<file path="config.mk">
export PLATFORM = sky130hd
export DESIGN_NAME = zic_arb_ctrl_flat
export DESIGN_NICKNAME = d
export VERILOG_FILES = /design/src/rtl/zic_arb_ctrl_if.sv /design/src/rtl/zic_arb_ctrl.sv /design/src/flat_wrapper.sv
export SDC_FILE = /design/constraint.sdc
export NUM_CORES = 1
export LEC_CHECK = 0
export BUFFER_PORTS_ARGS = -buffer_cell sky130_fd_sc_hd__buf_2
export CAP_MARGIN = 5
export CORE_AREA = 2 2 224 226
export CTS_BUF_LIST = sky130_fd_sc_hd__clkbuf_2
export CTS_CLUSTER_SIZE = 28
export DETAILED_ROUTE_END_ITERATION = 16
export DIE_AREA = 0 0 226 228
export GPL_ROUTABILITY_DRIVEN = 0
export SYNTH_ARGS = -nofsm -noshare
export SYNTH_HDL_FRONTEND = slang
export SYNTH_SLANG_ARGS = --single-unit
</file>
<file path="constraint.sdc">
create_clock -name zic_clk -period 7.9 [get_ports zic_clk]
set_input_delay 0.395 -clock zic_clk [delete_from_list [all_inputs] [get_ports zic_clk]]
set_output_delay 0.395 -clock zic_clk [all_outputs]
set_load 0.05 [all_outputs]
</file>
<file path="src/rtl/zic_arb_ctrl_if.sv">
// Core-facing handshake of the Zilla interrupt controller arbiter: claim/EOI from
// the core, interrupt line, and ACK/NXTP register write strobes toward the MMR file.
interface zic_arb_ctrl_if;
    logic       zic_irq_o;
    logic       zic_ack_i;
    logic       zic_eoi_valid_i;
    logic [7:0] zic_eoi_id_i;
    logic       zic_ack_write_valid_o;
    logic [7:0] zic_ack_int_id_o;
    logic       zic_nxtp_valid_o;
    logic [7:0] zic_nxtp_id_o;

    // Core / register-file side
    modport master (
        output zic_ack_i, zic_eoi_valid_i, zic_eoi_id_i,
        input  zic_irq_o, zic_ack_write_valid_o, zic_ack_int_id_o,
               zic_nxtp_valid_o, zic_nxtp_id_o
    );

    // Arbiter side
    modport slave (
        input  zic_ack_i, zic_eoi_valid_i, zic_eoi_id_i,
        output zic_irq_o, zic_ack_write_valid_o, zic_ack_int_id_o,
               zic_nxtp_valid_o, zic_nxtp_id_o
    );
endinterface

</file>
<file path="src/rtl/zic_arb_ctrl.sv">
// Zilla interrupt controller arbitration engine: latches 48 sources, scans one per
// cycle for the highest-priority eligible ID, runs claim/EOI and next-pending scans.
module zic_arb_ctrl (
    input  logic                 zic_clk,
    input  logic                 zic_rst,
    input  logic [47:0]          irq_src_i,
    input  logic [383:0]         irq_prio_i,
    input  logic [47:0]          zic_int_en_i,
    input  logic                 zic_global_en_i,
    zic_arb_ctrl_if.slave        core_if,
    output logic                 zic_int_pending_valid_o,
    output logic [47:0]          zic_int_pending_bit_o,
    output logic [7:0]           zic_active_id_o
);
    localparam int unsigned NUM_SRC  = 48;
    localparam logic [7:0]  ID_NONE  = 8'hFF;
    localparam logic [5:0]  LAST_IDX = 6'd47;

    typedef enum logic [2:0] {
        ST_IDLE,
        ST_SCAN,
        ST_RESULT,
        ST_WAIT_CLAIM,
        ST_NXTP_RESULT,
        ST_ACTIVE
    } state_t;

    state_t      state_q;
    logic [5:0]  idx_q;
    logic        scan_nxtp_q;
    logic [7:0]  best_prio_q;
    logic [7:0]  best_id_q;
    logic [47:0] pending_q;
    logic [47:0] pending_d;
    logic        pend_valid_q;
    logic        irq_q;
    logic        ack_wr_q;
    logic [7:0]  ack_id_q;
    logic        nxtp_wr_q;
    logic [7:0]  nxtp_id_q;
    logic [7:0]  active_id_q;

    logic [7:0]  prio_arr [NUM_SRC];
    logic [47:0] prio_nz;
    logic [47:0] eligible;
    logic [47:0] clr_mask;

    generate
        for (genvar gi = 0; gi < 48; gi++) begin : g_src
            assign prio_arr[gi] = irq_prio_i[8*gi +: 8];
            assign prio_nz[gi]  = |irq_prio_i[8*gi +: 8];
        end
    endgenerate

    assign eligible = pending_q & zic_int_en_i & {48{zic_global_en_i}} & prio_nz;

    // Candidate under the scan pointer and the scan result including it
    logic [7:0] cand_prio;
    logic [7:0] cand_id;
    logic       cand_take;
    logic [7:0] fin_id;
    logic       fin_ok;
    logic       claim;
    logic       eoi_hit;

    assign cand_prio = prio_arr[idx_q];
    assign cand_id   = {2'b00, idx_q};
    assign cand_take = eligible[idx_q] && (cand_id != active_id_q) && (cand_prio > best_prio_q);
    assign fin_id    = cand_take ? cand_id : best_id_q;
    // The winner is re-checked against live enables as the arbitrate scan closes
    assign fin_ok    = (fin_id != ID_NONE) && eligible[fin_id[5:0]];

    assign claim   = (state_q == ST_WAIT_CLAIM) && core_if.zic_ack_i;
    assign eoi_hit = core_if.zic_eoi_valid_i && (core_if.zic_eoi_id_i == active_id_q);

    always_comb begin
        clr_mask = '0;
        if (claim) begin
            clr_mask[best_id_q[5:0]] = 1'b1;
        end
    end

    // Clear beats a same-cycle set; a still-high source re-pends next cycle
    assign pending_d = (pending_q | irq_src_i) & ~clr_mask;

    always_ff @(posedge zic_clk) begin
        if (!zic_rst) begin
            state_q      <= ST_IDLE;
            idx_q        <= '0;
            scan_nxtp_q  <= 1'b0;
            best_prio_q  <= '0;
            best_id_q    <= ID_NONE;
            pending_q    <= '0;
            pend_valid_q <= 1'b0;
            irq_q        <= 1'b0;
            ack_wr_q     <= 1'b0;
            ack_id_q     <= ID_NONE;
            nxtp_wr_q    <= 1'b0;
            nxtp_id_q    <= ID_NONE;
            active_id_q  <= ID_NONE;
        end else begin
            pending_q    <= pending_d;
            pend_valid_q <= (pending_d != pending_q);
            ack_wr_q     <= 1'b0;
            nxtp_wr_q    <= 1'b0;
            case (state_q)
                ST_IDLE: begin
                    if (|eligible) begin
                        state_q     <= ST_SCAN;
                        idx_q       <= '0;
                        scan_nxtp_q <= 1'b0;
                        best_prio_q <= '0;
                        best_id_q   <= ID_NONE;
                    end
                end
                ST_SCAN: begin
                    if (scan_nxtp_q && eoi_hit) begin
                        state_q     <= ST_IDLE;
                        active_id_q <= ID_NONE;
                    end else begin
                        if (cand_take) begin
                            best_prio_q <= cand_prio;
                            best_id_q   <= cand_id;
                        end
                        if (idx_q == LAST_IDX) begin
                            idx_q <= '0;
                            if (scan_nxtp_q) begin
                                state_q   <= ST_NXTP_RESULT;
                                nxtp_wr_q <= 1'b1;
                                nxtp_id_q <= fin_id;
                            end else if (fin_ok) begin
                                state_q  <= ST_RESULT;
                                ack_wr_q <= 1'b1;
                                ack_id_q <= fin_id;
                            end else begin
                                state_q <= ST_IDLE;
                            end
                        end else begin
                            idx_q <= idx_q + 6'd1;
                        end
                    end
                end
                ST_RESULT: begin
                    state_q <= ST_WAIT_CLAIM;
                    irq_q   <= 1'b1;
                end
                ST_WAIT_CLAIM: begin
                    if (core_if.zic_ack_i) begin
                        irq_q       <= 1'b0;
                        active_id_q <= best_id_q;
                        state_q     <= ST_SCAN;
                        scan_nxtp_q <= 1'b1;
                        idx_q       <= '0;
                        best_prio_q <= '0;
                        best_id_q   <= ID_NONE;
                    end else if (!zic_global_en_i) begin
                        irq_q   <= 1'b0;
                        state_q <= ST_IDLE;
                    end
                end
                ST_NXTP_RESULT: begin
                    if (eoi_hit) begin
                        state_q     <= ST_IDLE;
                        active_id_q <= ID_NONE;
                    end else begin
                        state_q <= ST_ACTIVE;
                    end
                end
                ST_ACTIVE: begin
                    if (eoi_hit) begin
                        state_q     <= ST_IDLE;
                        active_id_q <= ID_NONE;
                    end
                end
                default: state_q <= ST_IDLE;
            endcase
        end
    end

    assign core_if.zic_irq_o             = irq_q;
    assign core_if.zic_ack_write_valid_o = ack_wr_q;
    assign core_if.zic_ack_int_id_o      = ack_id_q;
    assign core_if.zic_nxtp_valid_o      = nxtp_wr_q;
    assign core_if.zic_nxtp_id_o         = nxtp_id_q;
    assign zic_int_pending_valid_o       = pend_valid_q;
    assign zic_int_pending_bit_o         = pending_q;
    assign zic_active_id_o               = active_id_q;
endmodule

</file>
<file path="src/flat_wrapper.sv">
// flat-port wrapper written by rule: the top's interface ports become plain ports
module zic_arb_ctrl_flat 
  (zic_clk, zic_rst, irq_src_i, irq_prio_i, zic_int_en_i, zic_global_en_i, zic_int_pending_valid_o, zic_int_pending_bit_o, zic_active_id_o, core_if_zic_ack_i, core_if_zic_eoi_valid_i, core_if_zic_eoi_id_i, core_if_zic_irq_o, core_if_zic_ack_write_valid_o, core_if_zic_ack_int_id_o, core_if_zic_nxtp_valid_o, core_if_zic_nxtp_id_o);
  zic_arb_ctrl_if core_if_i ();
  input  logic zic_clk;
  input  logic zic_rst;
  input  logic [47:0] irq_src_i;
  input  logic [383:0] irq_prio_i;
  input  logic [47:0] zic_int_en_i;
  input  logic zic_global_en_i;
  output logic zic_int_pending_valid_o;
  output logic [47:0] zic_int_pending_bit_o;
  output logic [7:0] zic_active_id_o;
  input wire logic [$bits(core_if_i.zic_ack_i)-1:0] core_if_zic_ack_i;
  input wire logic [$bits(core_if_i.zic_eoi_valid_i)-1:0] core_if_zic_eoi_valid_i;
  input wire logic [$bits(core_if_i.zic_eoi_id_i)-1:0] core_if_zic_eoi_id_i;
  output wire logic [$bits(core_if_i.zic_irq_o)-1:0] core_if_zic_irq_o;
  output wire logic [$bits(core_if_i.zic_ack_write_valid_o)-1:0] core_if_zic_ack_write_valid_o;
  output wire logic [$bits(core_if_i.zic_ack_int_id_o)-1:0] core_if_zic_ack_int_id_o;
  output wire logic [$bits(core_if_i.zic_nxtp_valid_o)-1:0] core_if_zic_nxtp_valid_o;
  output wire logic [$bits(core_if_i.zic_nxtp_id_o)-1:0] core_if_zic_nxtp_id_o;
  assign core_if_i.zic_ack_i = core_if_zic_ack_i;
  assign core_if_i.zic_eoi_valid_i = core_if_zic_eoi_valid_i;
  assign core_if_i.zic_eoi_id_i = core_if_zic_eoi_id_i;
  assign core_if_zic_irq_o = core_if_i.zic_irq_o;
  assign core_if_zic_ack_write_valid_o = core_if_i.zic_ack_write_valid_o;
  assign core_if_zic_ack_int_id_o = core_if_i.zic_ack_int_id_o;
  assign core_if_zic_nxtp_valid_o = core_if_i.zic_nxtp_valid_o;
  assign core_if_zic_nxtp_id_o = core_if_i.zic_nxtp_id_o;
  zic_arb_ctrl u_core (.zic_clk(zic_clk), .zic_rst(zic_rst), .irq_src_i(irq_src_i), .irq_prio_i(irq_prio_i), .zic_int_en_i(zic_int_en_i), .zic_global_en_i(zic_global_en_i), .core_if(core_if_i), .zic_int_pending_valid_o(zic_int_pending_valid_o), .zic_int_pending_bit_o(zic_int_pending_bit_o), .zic_active_id_o(zic_active_id_o));
endmodule
</file>
## Word-level counts from Yosys, hierarchy flattened

Cells that the tools add are included.
Widths: inputs -> output; s select.

| storage, ports and cells | value |
|---|---|
| flip-flop bits (word level) | 102 |
| input port bits | 493 |
| output and inout bits | 76 |

| operators by class | value |
|---|---|
| $add $sub $neg | 1 |
| magnitude comparators | 6 |
| equality and inequality tests | 19 |
| mux-type cells | 47 |
| bitwise operators | 12 |
| reductions and logical operators | 72 |

Operators by type and width:

| kind | count |
|---|---|
| $reduce_or 8->1 | 48 |
| $and 48x48->48 | 4 |
| $mux 8 | 13 |
| $pmux 8 s3 | 3 |
| $bmux 8 s6 | 1 |
| $mux 48 | 1 |
| $ne 48x48->1 | 1 |
| $not 48->48 | 1 |
| $or 48x48->48 | 1 |
| $reduce_or 48->1 | 1 |
| $mux 3 | 8 |
| $mux 6 | 4 |
| $lt 6x7->1 const B | 3 |
| $pmux 3 s6 | 1 |
| $pmux 6 s3 | 1 |
| $reduce_and 4->1 | 4 |
| $bmux 1 s6 | 2 |
| $ne 2x1->1 const B | 5 |
| $reduce_and 5->1 | 2 |
| $mux 1 | 9 |
| $eq 8x8->1 | 1 |
| $gt 8x8->1 | 1 |
| $ne 6x8->1 | 1 |
| $ne 8x8->1 const B | 1 |
| 24 further kinds | 40 |

## Depth between registers and ports, before layout

Gate-level depths: netlist of the first run.

| depth | value |
|---|---|
| depth after elaboration | 16 |
| mapped depth | 25 |

## Worst setup path before layout of the first run

OpenSTA, ideal clock, no wires.

| timing path | value |
|---|---|
| path kind | register -> register |
| start point | register u_core.idx_q[0] |
| end point | register u_core.ack_id_q[6] (netlist: u_core.core_if.zic_ack_int_id_o[6]) |
| setup time | 0.140 ns |
| arrival | 5.978 ns |
| required time | 7.760 ns |
| path slack | 1.782 ns |
| stages on the path, launching flop included | 23 |
| path buffers | 6 |
| clock period less this slack | 6.118 ns |
| cell sequence | dfxtp_1 -> buf_6 -> buf_2 -> buf_1 -> buf_1 -> mux4_2 -> mux4_2 -> nand2_1 -> o21ai_0 -> ha_1 -> a21o_1 -> a211o_1 -> o2111ai_1 -> o32a_1 -> buf_6 -> mux2_4 -> mux2_2 -> a21oi_1 -> or4_1 -> o211a_1 -> clkbuf_1 -> o31ai_1 -> o211ai_1 |

| between the ends | value |
|---|---|
| cells in the longest elaborated chain, start to end | 11 |
| elaborated cells on any way between the ends | 17 |
| those cells by class | order compare (1); eq/ne (3); mux (8); bitwise (1); reduce/logical (4) |

Ends and longest elaborated chain:

| item | line | source |
|---|---|---|
| from (decl) | zic_arb_ctrl.sv:29 | `logic [5:0] idx_q;` |
| from (signal assigned) | zic_arb_ctrl.sv:139 | `idx_q <= idx_q + 6'd1;` |
| $not 6->7 (not written as such) | zic_arb_ctrl.sv:66 | `assign cand_prio = prio_arr[idx_q];` |
| $bmux 8 s6 | zic_arb_ctrl.sv:66 |  |
| $mux 8 (not written as such) (2 in series) | zic_arb_ctrl.sv:66 |  |
| $gt 8x8->1 | zic_arb_ctrl.sv:68 | `assign cand_take = eligible[idx_q] && (cand_id != active_id_q) && (cand_prio > best_prio_q);` |
| $logic_and 1x1->1 | zic_arb_ctrl.sv:68 |  |
| $mux 8 | n/a |  |
| $bmux 1 s6 | zic_arb_ctrl.sv:71 | `assign fin_ok = (fin_id != ID_NONE) && eligible[fin_id[5:0]];` |
| $mux 1 (not written as such) | zic_arb_ctrl.sv:71 |  |
| $logic_and 1x1->1 | zic_arb_ctrl.sv:71 |  |
| $reduce_and 5->1 (no line) | n/a |  |
| to (signal assigned) | zic_arb_ctrl.sv:134 | `ack_id_q <= fin_id;` |
| to (decl) | zic_arb_ctrl.sv:38 | `logic [7:0] ack_id_q;` |

Parallel ways exist; a longest one is shown, timed or not. The select of a mux whose other input is x is not followed.
A chain may end at the register's enable or synchronous reset.

## Worst setup path after layout of the first run

| timing path | value |
|---|---|
| start point | register u_core.idx_q[0] |
| end point | register u_core.ack_id_q[1] (netlist: u_core.core_if.zic_ack_int_id_o[1]) |

Same word-level chain as after synthesis.

==> results of run 1 <==
[layer usage]
metal	part of all wire	routed length (um)	track usage	vias up
li1	-	-	-	6128
met1	0.38	26100	0.312	6862
met2	0.46	31800	0.423	1179
met3	0.13	9250	0.0942	176
met4	0.033	2270	0.0813	14
met5	0.0013	92	0	-
[path summary, 6_finish.rpt]
check / depth (start not counted) / end / slack, ps
max reg2reg: 17 / u_core.core_if.zic_ack_int_id_o[1]$_SDFFE_PN1P_ / 1130
min reg2reg: 2 / u_core.best_prio_q[1]$_SDFFE_PN0P_ / 480
max: 17 / u_core.core_if.zic_ack_int_id_o[1]$_SDFFE_PN1P_ / 1130
min: 4 / u_core.state_q[1]$_SDFFE_PN0P_ / 120
[cell usage in the layout (no fill, tap or decap), types with 23 or more instances in the layout]
cell type      instances
buf_2                568
dfxtp_1               99
a31oi_1               23
nand3_1               43
a21oi_1              126
nor2_1                71
mux4_2               120
nand2_1              161
nor4_1               118
o21ai_0               94
buf_4                 25
dlygate4sd3_1         48
[report_power, final]
group,switching [mW],leakage (nW),internal [mW]
combinational,0.448,4.89,0.382
sequential,0.0663,0.842,0.540
clock,0.218,0.0609,0.0454
[state kept, by name (all words and copies together) (netlist names)]
name,cells
u_core.state_q,3
u_core.zic_active_id_o,8
u_core.core_if.zic_irq_o,1
u_core.idx_q,6
u_core.core_if.zic_ack_int_id_o,8
u_core.scan_nxtp_q,1
u_core.core_if.zic_nxtp_valid_o,1
u_core.core_if.zic_nxtp_id_o,8
u_core.best_id_q,8
u_core.zic_int_pending_valid_o,1
u_core.best_prio_q,8
u_core.zic_int_pending_bit_o,48
u_core.core_if.zic_ack_write_valid_o,1
[stage by stage]
step                worst slack, ps  std cells  total power, mW
floorplan                      1780       1255             1.06
global placement               1350       2428             1.40
detailed placement             1180       2428             1.41
CTS                            1150       2492             1.69
global route                    714       2497             1.77
finish                         1130       2497             1.70
[worst max-delay path, stage by stage, from the launching register on]
cell and delay [ps]:
dfxtp_4 1020, buf_4 350, mux4_2 520, mux4_2 530, mux2i_1 200, o21ai_0 140, ha_1 350, a21o_1 160
a211o_1 300, o2111ai_1 300, o32a_1 690, mux2_4 460, mux2_2 260, a21oi_1 70, or4_1 570, o211a_1 250
nor4_1 330, o21ai_1 100
[layout make-up]
class	count	area (sq um)
flip-flops and latches	102	2050
repair buffers	642	3530
inverters	20	75.1
well taps	672	841
fillers	5253	34600
multi-input cells	1040	8150
clock inverters	6	43.8
diodes	5	12.5
clock buffers	10	50.0
[logic make-up (layout without fill, tap and decap cells)]
group	Yosys count	after routing	synth area share
mux	154	154	0.290
fa+ha+maj	9	9	0.0106
simple gates	495	495	0.236
buf+inv	113	678	0.0447
compound gates	364	364	0.212
other cells	0	5	0
xor+xnor	18	18	0.0148
flops	102	102	0.192
[timing repair]
action                                  4_1_cts  5_1_grt
hold endpoints to repair                     48        0
buffers inserted                              0        0
hold buffers                                 48        0
endpoints found under the setup margin        0        0
==> impl_metrics.csv, run 1 <==
group,metric,value,unit
power_and_ir_drop,p_leak,5.80,nW
die,ios,569,
synth,synthTopCellsByArea,"mux4_2, dfxtp_1, nor4_1",
synth,synth_area_per_cell,8.48,sq um
worst_setup_path,worstSetupEndpointType,"register",
final_layout,drive_above_1_share,0.425,
global_routing,grt_pass1_vias,13992,
global_routing,grt_max_degree,86,
sta,relSlewSlack,0.234,
job,drv_cap,0,
worst_setup_path,cp.arrival,7340,ps
global_routing,grt_use_total,0.258,
worst_setup_path,cp_max_fo,49,
synth,synth_edf_count,0,
drt,routedWlPerCell,27.8,um
sta,worst_pin_slew,1150,ps
drt,viasPerCell,5.75,
sta,post-route-period-util,0.856,
die,core-area,0.0493,sq mm
global_routing,antenna_found_initial,17,
synth,synth_ff_type,"dfxtp_1",
die,chipHeight,228,um
worst_setup_path,startpoint,"u_core.idx_q[0]$_SDFFE_PN0P_",
synth,ys_types,78,
global_routing,grt_pass1_wl,96000,um
hold_path,hp-start,"core_if_zic_ack_i",
synth,synth_top_area_cell,"mux4_2",
sta,hold_viol,0,
final_layout,area.growth.synth_to_final,38.7,%
synth,synth_top_cells_by_count,"nand2_1, a21oi_1, mux4_2, nor4_1, dfxtp_1",
clock_network,cts_tree,"built",
sta,drv_slew,0,
sta,rsz0062_at_grt,"false",
die,row_count,82,
worst_setup_path,worst_ep_required_time,8480,ps
clock_network,cts_buffer_depth,2,
sta,setup_viol,0,
die,die_x,226,um
power_and_ir_drop,vdd_drop_max,0.0641,mV
sta,finClkSkew,55.1,ps
worst_setup_path,regToRegStartpoint,"u_core.idx_q[0]$_SDFFE_PN0P_",
synth,synth_top_area_share,0.254,
die,initial_core_util,0.216,
drt,route.detailed.drc,0,
worst_setup_path,startpoint_type,"register",
drt,dr.pass1.iters,6,
synth,synth_nets,1757,
synth,ys_seq_area_frac,0.192,
clock_network,clock_sinks,102,
global_routing,grt_overflow,0,
drt,drt_iter0_markers,1549,
clock_network,path_clk_slew,350,ps
drt,routed_wl,69500,um
final_layout,postLayoutCoreUtil,0.299,
sta,hold_ws,120,ps
power_and_ir_drop,power_density,115,mW/mm^2
clock_network,cts_resized,0,
place,dpl_cell_area,0.0142,sq mm
synth,synth_warnings,0,
synth,ys_ff_latch,102,
drt,num_vias,14359,
place,numPortBuffers,568,
sta,fin_setup_tns,0,ps
place,dp_hpwl,58900,um
final_layout,final_area,0.0148,sq mm
hold_path,hold_class,"primary input to register",
final_layout,fin_nets,2317,
clock_network,clock_insertion_delay_worst_skew,710,ps
clock_network,htreeDepth,3,
worst_setup_path,critPathKind,"register to register",
synth,synth.most_common_cell,"nand2_1",
drt,antenna_left,0,
clock_network,numCtsBuffers,9,
synth,async_reset_ff_frac,0,
sta,fmax,148,MHz
synth,synthCells,1255,
run_status,run_status,"complete, no violations",
clock_network,clock-root-buffer,"clkbuf_2",
synth,synth_area,0.0106,sq mm
sta,min_period,6770,ps
die,die_area,0.0515,sq mm
Note: power is estimated with default switching activity, not from simulation.
==> inputs of run 2 (changes only) <==
clock period = 8.2 ns   (was 7.9 ns; I/O delays follow)
==> run 2 against run 1 <==
  * Largest power group unchanged
  * Worst setup slack gained 16 ps
  * Clock power grew 8.4%
  * Clock skew grew 34 ps
  * Worst hold slack lost 79 ps
  * Largest cell class unchanged
  * Maximum frequency shrank 4.0%
  * Critical path type unchanged
  * Utilization is essentially flat
  * Cell count is essentially flat
  * Routed wire length grew 0.17%
==> impl_metrics.csv, run 2 (synthesis results as in run 1) <==
group,metric,value,unit
run_status,run_status,"complete, no violations",
sta,fmax,142,MHz
global_routing,grt_max_degree,86,
worst_setup_path,critPathKind,"register to register",
drt,drt_iter0_markers,1728,
sta,drv_slew,0,
clock_network,postCtsSetupBuffers,0,
die,die_x,226,um
sta,fin_setup_tns,0,ps
worst_setup_path,cp_max_fo,53,
die,row_count,82,
power_and_ir_drop,vdd_drop_max,0.0676,mV
final_layout,largest_register_ff_count,48,
drt,routedWlPerCell,27.9,um
final_layout,layout_common_cells,"buf_2, nand2_1, a21oi_1",
sta,rsz0062_at_grt,"false",
drt,dr.pass1.iters,10,
power_and_ir_drop,p_leak,5.80,nW
final_layout,drive_above_1_share,0.425,
clock_network,cts_tree,"built",
drt,routed_wl,69600,um
sta,min_period,7050,ps
final_layout,fin_nets,2314,
die,ios,569,
sta,post-route-period-util,0.860,
global_routing,grt_use_total,0.259,
clock_network,clock_insertion_delay_worst_skew,730,ps
drt,route.detailed.drc,0,
worst_setup_path,reg2reg_slack,1150,ps
die,core-area,0.0493,sq mm
drt,viasPerCell,5.84,
sta,worst_pin_slew,1180,ps
sta,finClkSkew,89.3,ps
clock_network,clock_sinks,102,
final_layout,final_common_cell,"buf_2",
worst_setup_path,cp.arrival,7570,ps
clock_network,clock-root-buffer,"clkbuf_2",
die,chipHeight,228,um
place,numPortBuffers,568,
worst_setup_path,startpoint_type,"register",
clock_network,numCtsBuffers,9,
global_routing,grt_pass1_vias,14028,
die,initial_core_util,0.216,
clock_network,path_clk_slew,300,ps
final_layout,final_cell_count_no_fill,2495,
global_routing,grt_overflow,0,
final_layout,area.growth.synth_to_final,38.8,%
worst_setup_path,worstSetupEndpointType,"register",
clock_network,htreeDepth,3,
hold_path,hold_class,"primary input to register",
worst_setup_path,worst_ep_required_time,8720,ps
die,die_area,0.0515,sq mm
drt,num_vias,14562,
sta,relSlewSlack,0.208,
global_routing,antenna_found_initial,13,
sta,hold_viol,0,
clock_network,cts_buffer_depth,2,
sta,setup_viol,0,
place,dp_hpwl,58700,um
global_routing,grt_pass1_wl,96800,um
job,drv_cap,0,
power_and_ir_drop,power_density,113,mW/mm^2
drt,antenna_left,0,
place,place_inst,2426,
## run 2: cell types whose count changed in the layout (fill, tap and decap cells not counted), sizes merged
cell         delta
buf             -2
bufinv          +1
clkinv          -2
diode           +1
dlygate4sd3     -1
inv             +1
## run 2: where the power goes
part | internal (mW) | switching, mW
combinational | 0.367 | 0.432
sequential | 0.520 | 0.0657
clock | 0.0777 | 0.208
## run 2: layout make-up
| type | count | area [sq um] |
|---|---|---|
| Fill cell | 5254 | 34600 |
| Timing Repair Buffer | 639 | 3510 |
| Clock buffer | 10 | 50.0 |
| Tap cell | 672 | 841 |
| Inverter | 20 | 75.1 |
| Clock inverter | 6 | 75.1 |
| Multi-Input combinational cell | 1040 | 8150 |
| Antenna cell | 6 | 15.0 |
| Sequential cell | 102 | 2050 |
## run 2: repair_timing
action                    in CTS  in global routing
gates resized for setup        0                  0
hold endpoints to repair      47                  0
hold buffers                  47                  0
## run 2: metrics by stage
step / total power, mW / setup slack, ps / utilization / cell area [sq um] / hold WS [ps]
floorplan: 1.02 / 2080 / - / 10600 / 432
global placement: 1.34 / 1420 / 0.287 / 14200 / 441
detailed placement: 1.35 / 1230 / 0.287 / 14200 / 446
CTS: 1.66 / 1180 / 0.299 / 14700 / 9.32
global route: 1.74 / 601 / 0.299 / 14800 / 8.55
finish: 1.67 / 1150 / 0.299 / 14800 / 41.9
## run 2: final timing paths
check | to | startpoint | depth (start not counted)
worst max register to register | u_core.core_if.zic_ack_int_id_o[6]$_SDFFE_PN1P_ | u_core.idx_q[0]$_SDFFE_PN0P_ | 21
worst min register to register | u_core.best_prio_q[7]$_SDFFE_PN0P_ | u_core.best_prio_q[7]$_SDFFE_PN0P_ | 2
worst min-delay path | u_core.zic_int_pending_bit_o[23]$_SDFF_PN0_ | irq_src_i[23] | 3
worst max-delay path | u_core.core_if.zic_ack_int_id_o[6]$_SDFFE_PN1P_ | u_core.idx_q[0]$_SDFFE_PN0P_ | 21
## run 2: layer usage
layer,global-route usage,up-vias,wire (um)
li1,-,6133,-
met1,0.322,6922,26100
met2,0.422,1307,31500
met3,0.0859,196,9170
met4,0.0813,4,2790
met5,0,-,21
## run 2: critical path, stage by stage (launching register included)
cell and delay [ps]:
dfxtp_4 1050, buf_4 380, mux4_2 530, mux4_2 560, mux2i_1 200, nor2_1 70, a21oi_1 210, ha_1 180
nor2b_1 50, o21a_1 160, o21ai_0 140, a21oi_1 100, o2111ai_1 290, o32a_1 690, buf_4 330, mux2i_4 430
mux2i_1 250, o32ai_1 100, or4_1 470, o211a_1 250, o31ai_1 300, o211ai_1 130
==> inputs of run 3 (changes only) <==
CORE_AREA = 2 2 222 224   (was 2 2 224 226)
DIE_AREA = 0 0 224 226   (was 0 0 226 228)
REMOVE_ABC_BUFFERS = 1   (was not set)
==> run 3 against run 2 <==
  * Worst hold slack got worse by 14 ps
  * Clock power decreased by 9.1%
  * Largest cell class unchanged
  * Cell count decreased by 2.2%
  * Critical path depth decreased by 2
  * Global-route usage increased by 0.17 points
  * Register-to-register slack improved by 280 ps
  * Final area decreased by 0.92%
  * Via count decreased by 1.6%
  * Worst setup slack improved by 280 ps
  * Total power decreased by 1.4%
  * Sequential power about the same
  * Clock skew decreased by 35 ps
==> impl_metrics.csv, run 3 (synthesis results as in run 1) <==
group,metric,value,unit
final_layout,final_common_cell,"buf_2",
die,ios,569,
sta,finClkSkew,53.9,ps
worst_setup_path,startpoint,"u_core.idx_q[1]$_SDFFE_PN0P_",
clock_network,cts_tree,"built",
drt,route.detailed.drc,0,
power_and_ir_drop,power.internal,931,uW
power_and_ir_drop,p_comb_frac,0.487,
worst_setup_path,regToRegStartpoint,"u_core.idx_q[1]$_SDFFE_PN0P_",
worst_setup_path,worstSetupEndpointType,"register",
clock_network,numCtsBuffers,9,
sta,min_period,6770,ps
power_and_ir_drop,clkPwrFrac,0.157,
power_and_ir_drop,pwr-share-seq,0.356,
power_and_ir_drop,power_density,113,mW/mm^2
clock_network,clock_sinks,102,
worst_setup_path,startpoint_type,"register",
place,dp_hpwl,58200,um
final_layout,fin_nets,2308,
power_and_ir_drop,p_sw,716,uW
die,die_area,0.0506,sq mm
drt,routed_wl,68700,um
final_layout,fillers,5127,
power_and_ir_drop,switching_share,0.435,
die,initial_core_util,0.220,
die,row_count,81,
global_routing,grt_use_total,0.261,
sta,post-route-period-util,0.826,
global_routing,grt_max_degree,86,
drt,routedWlPerCell,28.2,um
worst_setup_path,reg2reg_depth,19,
clock_network,postCtsSetupBuffers,0,
clock_network,htreeDepth,3,
final_layout,final_cell_count_no_fill,2441,
final_layout,layout_common_cells,"buf_2, nand2_1, a21oi_1",
worst_setup_path,cp-endpoint,"u_core.core_if.zic_ack_int_id_o[5]$_SDFFE_PN1P_",
worst_setup_path,cp_max_fo,69,
die,die_x,224,um
clock_network,clock-root-buffer,"clkbuf_2",
sta,fmax,148,MHz
hold_path,hold_class,"primary input to register",
clock_network,clock_insertion_delay_worst_skew,670,ps
die,core-area,0.0483,sq mm
clock_network,cts_buffer_depth,2,
clock_network,path_clk_slew,340,ps
die,chipHeight,226,um
place,numPortBuffers,568,
drt,antenna_left,0,
sta,rsz0062_at_grt,"false",
final_layout,drive_above_1_share,0.426,
worst_setup_path,worst_ep_required_time,8720,ps
job,drv_cap,0,
sta,setup_viol,0,
place,place_inst,2375,
power_and_ir_drop,p_leak,5.75,nW
worst_setup_path,critPathKind,"register to register",
drt,dr.pass1.iters,6,
power_and_ir_drop,vdd_drop_max,0.0983,mV
final_layout,area.growth.synth_to_final,37.5,%
drt,viasPerCell,5.87,
sta,relSlewSlack,0.174,
worst_setup_path,reg2reg_slack,1430,ps
worst_setup_path,reg2reg_to,"u_core.core_if.zic_ack_int_id_o[5]$_SDFFE_PN1P_",
global_routing,antenna_found_initial,10,
sta,drv_slew,0,
sta,hold_viol,0,
worst_setup_path,cp.arrival,7290,ps
sta,worst_pin_slew,1230,ps
drt,drt_iter0_markers,1843,
global_routing,grt_pass1_wl,97100,um
global_routing,grt_pass1_vias,14130,
final_layout,postLayoutCoreUtil,0.303,
final_layout,largest_register_ff_count,48,
global_routing,grt_overflow,0,
drt,num_vias,14328,
run_status,run_status,"complete, no violations",
run 3: power groups by stage:
stage	clock, mW	combinational (mW)	sequential [mW]
after CTS	0.261	0.788	0.585
after detailed placement	0	0.771	0.592
after global routing	0.277	0.844	0.592
after floorplan	0	0.383	0.654
after global placement	0	0.763	0.590
final	0.259	0.803	0.586
run 3: metrics by stage:
step	power, mW	instance area [sq um]	hold WS (ps)	TNS (ps)	setup WS (ps)
after floorplan	1.04	10200	432	-17610	-1440
after global placement	1.35	14100	444	0	1610
after detailed placement	1.36	14100	451	0	1600
after CTS	1.63	14600	0.192	0	1570
after global routing	1.71	14600	23.0	0	1050
final	1.65	14600	27.8	0	1430
run 3: how the worst min path moves through the flow:
| stage | from | end | slack [ps] | depth (start not counted) |
|---|---|---|---|---|
| detailed placement | u_core.best_prio_q[1]$_SDFFE_PN0P_ | u_core.best_prio_q[1]$_SDFFE_PN0P_ | 450 | 2 |
| global route | irq_src_i[28] | u_core.zic_int_pending_bit_o[28]$_SDFF_PN0_ | 20 | 3 |
| global placement | u_core.best_prio_q[1]$_SDFFE_PN0P_ | u_core.best_prio_q[1]$_SDFFE_PN0P_ | 440 | 2 |
| finish | irq_src_i[28] | u_core.zic_int_pending_bit_o[28]$_SDFF_PN0_ | 30 | 3 |
| CTS | irq_src_i[14] | u_core.zic_int_pending_bit_o[14]$_SDFF_PN0_ | 0.2 | 3 |
| floorplan | u_core.best_prio_q[1]$_SDFFE_PN0P_ | u_core.best_prio_q[1]$_SDFFE_PN0P_ | 430 | 2 |
run 3: metal layers:
| metal | vias up | track usage | part of all wire |
|---|---|---|---|
| met5 | - | 0 | 0 |
| met4 | 0 | 0.104 | 0.051 |
| met3 | 223 | 0.0667 | 0.11 |
| met2 | 1117 | 0.423 | 0.45 |
| met1 | 6873 | 0.331 | 0.39 |
| li1 | 6115 | - | - |
run 3: repair_timing:
item | 4_1_cts | 5_1_grt
gates resized for setup | 0 | 0
hold endpoints to repair | 41 | 1
hold buffers | 41 | 1
run 3: layout make-up:
cell class	count	area, sq um	share of cell area
sequential	102	2050	0.140
tap	622	778	0.0532
antenna	8	20.0	0.00137
clock buffer	9	45.0	0.00308
timing repair buffer	633	3450	0.236
inverter	20	75.1	0.00513
multi-input combinational	1040	8150	0.557
clock inverter	7	56.3	0.00385
run 3: critical path, cell delays in order (launching register included):
cell	delay, ps
dfxtp_4	1070
buf_4	550
mux4_2	420
mux4_2	520
o2bb2ai_1	160
ha_1	320
nor2b_1	130
o21a_1	150
o21ai_0	170
a21oi_1	110
o2111ai_1	270
o32a_1	630
buf_4	350
nor3_1	70
a21oi_1	390
o32ai_1	170
or4_1	470
o211a_1	250
nor4_1	320
o21ai_1	90
